### src/rtl/div_pkg.sv
// Shared types and sizing helpers for the sequential restoring divider.
// Holds the FSM state encoding and the iteration-counter width function.
package div_pkg;

    localparam int N_DEF = 10;

    typedef enum logic [1:0] {
        IDLE = 2'd0,
        RUN  = 2'd1,
        DONE = 2'd2
    } state_t;

    // Counter must hold N-1; clog2(N) is enough for every N >= 2.
    function automatic int cnt_w(input int n);
        return (n < 2) ? 1 : $clog2(n);
    endfunction

    localparam int CNT_W = cnt_w(N_DEF);

endpackage

### src/rtl/div_step.sv
// One restoring-division iteration: shift, trial subtract, restore.
// Latency: combinational, zero cycles.
// Backpressure: none; the caller decides when to register the result.
module div_step
    import div_pkg::*;
#(
    parameter int N = N_DEF
) (
    input  logic [N-1:0] i_rem,
    input  logic [N-1:0] i_quo,
    input  logic [N-1:0] i_dvs,
    output logic [N-1:0] o_rem,
    output logic [N-1:0] o_quo
);

    logic [N:0] w_shift;
    logic [N:0] w_trial;

    assign w_shift = {i_rem, i_quo[N-1]};
    assign w_trial = w_shift - {1'b0, i_dvs};

    // With i_rem < i_dvs the shifted value stays below 2*i_dvs, so the MSB of
    // the trial difference is a true sign bit and a restore always fits in N bits.
    assign o_rem = w_trial[N] ? w_shift[N-1:0] : w_trial[N-1:0];
    assign o_quo = {i_quo[N-2:0], ~w_trial[N]};

endmodule

### src/rtl/seq_restoring_divider.sv
// Sequential restoring divider: 2N-bit dividend / N-bit divisor -> N-bit quotient and remainder.
// Latency: done N+1 cycles after an accepted start (1 cycle on divide-by-zero or overflow).
// Backpressure: start is ignored while busy; a start in the done cycle is taken back-to-back.
module seq_restoring_divider
    import div_pkg::*;
#(
    parameter int N = N_DEF
) (
    input  logic             clk,
    input  logic             rst_n,
    input  logic             start,
    input  logic [2*N-1:0]   dividend,
    input  logic [N-1:0]     divisor,
    output logic             busy,
    output logic             done,
    output logic [N-1:0]     quotient,
    output logic [N-1:0]     remainder,
    output logic             div_by_zero,
    output logic             overflow
);

    localparam int CW = (N == N_DEF) ? CNT_W : cnt_w(N);

    state_t         r_state;
    state_t         w_state_nxt;

    logic [N-1:0]   r_rem;
    logic [N-1:0]   r_quo;
    logic [N-1:0]   r_dvs;
    logic [CW-1:0]  r_cnt;
    logic           r_dbz;
    logic           r_ovf;

    logic [N-1:0]   w_rem_step;
    logic [N-1:0]   w_quo_step;
    logic           w_accept;
    logic           w_zero;
    logic           w_ovf;
    logic           w_err;

    assign w_accept = start && (r_state != RUN);
    assign w_zero   = (divisor == '0);
    assign w_ovf    = (dividend[2*N-1:N] >= divisor);
    assign w_err    = w_zero || w_ovf;
    assign busy     = (r_state == RUN);

    div_step #(
        .N      (N)
    ) u_step (
        .i_rem  (r_rem),
        .i_quo  (r_quo),
        .i_dvs  (r_dvs),
        .o_rem  (w_rem_step),
        .o_quo  (w_quo_step)
    );

    always_comb begin
        w_state_nxt = r_state;
        unique case (r_state)
            IDLE, DONE: begin
                if (w_accept) begin
                    w_state_nxt = w_err ? DONE : RUN;
                end else begin
                    w_state_nxt = IDLE;
                end
            end
            RUN: begin
                if (r_cnt == '0) begin
                    w_state_nxt = DONE;
                end
            end
            default: w_state_nxt = IDLE;
        endcase
    end

    always_ff @(posedge clk or negedge rst_n) begin
        if (!rst_n) begin
            r_state <= IDLE;
        end else begin
            r_state <= w_state_nxt;
        end
    end

    // Error jobs preload the saturated result so DONE publishes it like any other.
    always_ff @(posedge clk or negedge rst_n) begin
        if (!rst_n) begin
            r_rem <= '0;
            r_quo <= '0;
            r_dvs <= '0;
            r_cnt <= '0;
            r_dbz <= 1'b0;
            r_ovf <= 1'b0;
        end else if (w_accept) begin
            r_dvs <= divisor;
            r_dbz <= w_zero;
            r_ovf <= !w_zero && w_ovf;
            r_cnt <= CW'(N - 1);
            if (w_err) begin
                r_rem <= '0;
                r_quo <= '1;
            end else begin
                r_rem <= dividend[2*N-1:N];
                r_quo <= dividend[N-1:0];
            end
        end else if (r_state == RUN) begin
            r_rem <= w_rem_step;
            r_quo <= w_quo_step;
            if (r_cnt != '0) begin
                r_cnt <= r_cnt - CW'(1);
            end
        end
    end

    // Results are sampled on the edge that leaves DONE, before a back-to-back
    // start in the same cycle overwrites the working registers.
    always_ff @(posedge clk or negedge rst_n) begin
        if (!rst_n) begin
            done        <= 1'b0;
            quotient    <= '0;
            remainder   <= '0;
            div_by_zero <= 1'b0;
            overflow    <= 1'b0;
        end else begin
            done <= (r_state == DONE);
            if (r_state == DONE) begin
                quotient    <= r_quo;
                remainder   <= r_rem;
                div_by_zero <= r_dbz;
                overflow    <= r_ovf;
            end
        end
    end

endmodule
### config.mk
export PLATFORM = sky130hd
export DESIGN_NAME = seq_restoring_divider
export DESIGN_NICKNAME = d
export VERILOG_FILES = /design/src/rtl/div_pkg.sv /design/src/rtl/div_step.sv /design/src/rtl/seq_restoring_divider.sv
export SDC_FILE = /design/constraint.sdc
export NUM_CORES = 1
export LEC_CHECK = 0
export BUFFER_PORTS_ARGS = -buffer_cell sky130_fd_sc_hd__buf_2
export CELL_PAD_IN_SITES_DETAIL_PLACEMENT = 0
export CELL_PAD_IN_SITES_GLOBAL_PLACEMENT = 1
export CORE_MARGIN = 4
export CORE_UTILIZATION = 30
export DETAILED_ROUTE_END_ITERATION = 7
export GPL_TIMING_DRIVEN = 0
export PLACE_DENSITY_LB_ADDON = 0.1
export SYNTH_ARGS = -nofsm -noshare
export SYNTH_HDL_FRONTEND = slang
export SYNTH_SLANG_ARGS = --single-unit
### constraint.sdc
create_clock -name clk -period 3.8 [get_ports clk]
set_input_delay 0.19 -clock clk [delete_from_list [all_inputs] [get_ports clk]]
set_output_delay 0.19 -clock clk [all_outputs]
set_load 0.01 [all_outputs]
==> flow_metrics.env <==
export IMPL_outcome="completed"
export IMPL_async_reset_ff_share_pct=100
export IMPL_clock_root_buffer="clkbuf_8"
export IMPL_synth_seq_area_share_pct=47.0
export IMPL_synth_edf_count=0
export IMPL_reg2reg_slack_ns=1.05
export IMPL_grt_pass1_vias=2760
export IMPL_finalSetupViolations=0
export IMPL_final_fill_count=1116
export IMPL_syn_inst=325
export IMPL_relSlewSlack_pct=46.9
export IMPL_fmax_ghz=0.363
export IMPL_drtAntennaViolNets=0
export IMPL_path_class="reg2reg"
export IMPL_leakage_nw=1.90
export IMPL_drc=0
export IMPL_die_width_um=112
export IMPL_cts_buffer_depth=2
export IMPL_synth_top_cell_area_share_pct=47.0
export IMPL_pwr_density_cell_mw_per_mm2=956
export IMPL_drv_slew=0
export IMPL_grt_overflow=0
export IMPL_vdd_drop_max_mv=0.316
export IMPL_place_congestion=0.784
export IMPL_routedWlPerCell_um=16.7
export IMPL_grt_pass1_wl_mm=14.7
export IMPL_start_kind="flip-flop"
export IMPL_cts_sinks=61
export IMPL_cts_htree_levels=3
export IMPL_cts_tree="yes"
export IMPL_clk_latency_ns=0.35
export IMPL_synth_most_common_cell="dfrtp_1"
export IMPL_fin_crit_sh_pct=72.5
export IMPL_worst_slew_pin_slew_ns=0.797
export IMPL_cp_end_kind="flip-flop"
export IMPL_regArea_mm2=0.00153
export IMPL_drt_iter0_markers=88
export IMPL_die_h_um=112
export IMPL_io_pins=57
export IMPL_arrival_ns=2.99
export IMPL_hold_viol_final=0
export IMPL_syn_num_nets=380
export IMPL_synth_main_ff_cell="dfrtp_1"
export IMPL_grt_setup_unrepaired="no"
export IMPL_synth_area_leader_cell="dfrtp_1"
export IMPL_num_rows=37
export IMPL_io_buffers=56
export IMPL_holdPathEnd="r_dvs[0]"
export IMPL_avgSynthCellArea_um2=9.99
export IMPL_setup_tns_ns=0
export IMPL_syn_area_mm2=0.00325
export IMPL_reg2reg_depth=10
export IMPL_synth_seq_cells=61
export IMPL_hold_slack_ns=0.0815
export IMPL_fp_dieArea_mm2=0.0125
export IMPL_path_clk_slew_ns=0.08
export IMPL_routed_via_density=4.88
export IMPL_cts_made_buffers=9
export IMPL_wirelength_mm=8.92
export IMPL_period_needed_ns=2.75
export IMPL_grt_start_max_net_pins=62
export IMPL_hp_start="divisor[0]"
export IMPL_areaGrowthSynthToFinish_pct=20.7
export IMPL_maxCapViolCount=0
export IMPL_required_ns=4.03
export IMPL_vias=2604
export IMPL_nets=448
export IMPL_synth_common_cells="dfrtp_1, nand2_1, o21ai_0, inv_1, a21oi_1"
export IMPL_r2r_end="r_rem[7]"
export IMPL_skew_ns=0.0104
export IMPL_ys_types=43
export IMPL_crit_fanout=8
export IMPL_start_util_pct=31.2
export IMPL_hold_depth=3
export IMPL_multi_input_area_mm2=0.00157
export IMPL_hpwl_mm=6.47
export IMPL_layout_drive_gt1_share_pct=26.1
export IMPL_yosysWarnings=0
export IMPL_core_mm2=0.0104
export IMPL_n_antenna_cell=0
export IMPL_grt_use_total_pct=14.9
export IMPL_antenna_found_initial=0
export IMPL_synth_area_top_cells="dfrtp_1, ha_1, mux2_2, o21ai_0, nand2_1"
export IMPL_hold_path_class="in2reg"
export IMPL_drtPass1Iterations=4
export IMPL_reg2reg_from="r_quo[9]"
export IMPL_post_route_util_pct=37.6
==> repair_timing <==
action / in CTS / in global routing
endpoints found under the hold margin: 61 / 0
hold buffers: 1 / 0
setup buffers: 0 / 0
gates resized for setup: 0 / 0
==> worst max-delay path, cell delays in order, from the launching register on <==
cell and delay, ns:
dfrtp_1 0.38, inv_1 0.11, ha_1 0.22, fa_1 0.23, nor2b_1 0.07, o2111ai_1 0.25
a21o_1 0.19, nand2_1 0.08, o21ai_2 0.46, nor2_1 0.26, a221o_1 0.38
==> kinds of logic after synthesis <==
kind of cell,after synthesis,share of synthesized area (%)
xor+xnor,9,2.43
simple gates,81,11.1
mux,24,8.25
fa+ha+maj,22,8.71
flops,61,47.0
compound gates,90,18.0
buf+inv,38,4.47
==> state kept, by name (all words and copies together), names as in the netlist <==
register and flops:
div_by_zero 1, r_state 2, r_dvs 10, done 1, overflow 1, r_quo 10
r_ovf 1, r_dbz 1, remainder 10, r_cnt 4, r_rem 10, quotient 10
==> worst max-delay path by stage <==
stage	from	to	slack, ns	cells after the start
4_1_cts	r_quo[9]	r_rem[7]	1.02	10
2_1_floorplan	r_quo[9]	r_rem[5]	1.54	10
3_5_place_dp	r_quo[9]	r_rem[5]	1.06	10
6_report	r_quo[9]	r_rem[7]	1.05	10
5_1_grt	r_quo[9]	r_rem[6]	0.80	10
3_3_place_gp	r_quo[9]	r_rem[5]	1.07	10
==> final cells by class <==
cell class	instances	share of cell area [%]
timing repair buffer	57	7.47
multi-input combinational	226	40.2
inverter	28	2.68
clock inverter	6	1.82
sequential	61	39.0
clock buffer	10	3.51
buffer	10	1.02
tap	136	4.34
==> placed cells by master, fill, tap and decap left out, types with 4 or more instances in the layout <==
master,instances
nand2_1,35
nor3_1,4
buf_2,57
clkbuf_1,7
a21oi_1,23
mux2_2,22
a22o_1,5
o21ai_0,29
ha_1,21
dfrtp_1,61
nor2_1,22
a221oi_1,4
nor2b_1,4
clkbuf_8,10
xnor2_1,4
inv_1,28
xor2_1,5
a211oi_1,4
==> layer usage <==
layer  vias up  wire [um]  GRT usage, %
met5         -          0             0
met4         0         70          3.93
met3         6        500          4.85
met2        68       4250          24.4
met1      1249       4100          19.0
li1       1281          -             -
==> where the power goes <==
part	total, mW	internal [mW]	switching, mW
Combinational	1.95	0.865	1.08
Sequential	1.18	0.967	0.218
Clock	0.614	0.325	0.289
==> metrics by stage <==
stage | cell area, um2 | cells | setup WS (ns) | total power, mW
detailed placement | 3700 | 517 | 1.06 | 3.14
global route | 3920 | 534 | 0.799 | 4.09
global placement | 3700 | 517 | 1.07 | 3.15
finish | 3920 | 534 | 1.05 | 3.74
CTS | 3920 | 534 | 1.02 | 3.80
floorplan | 3250 | 325 | 1.54 | 2.58
Note: power is estimated with default switching activity, not from simulation.
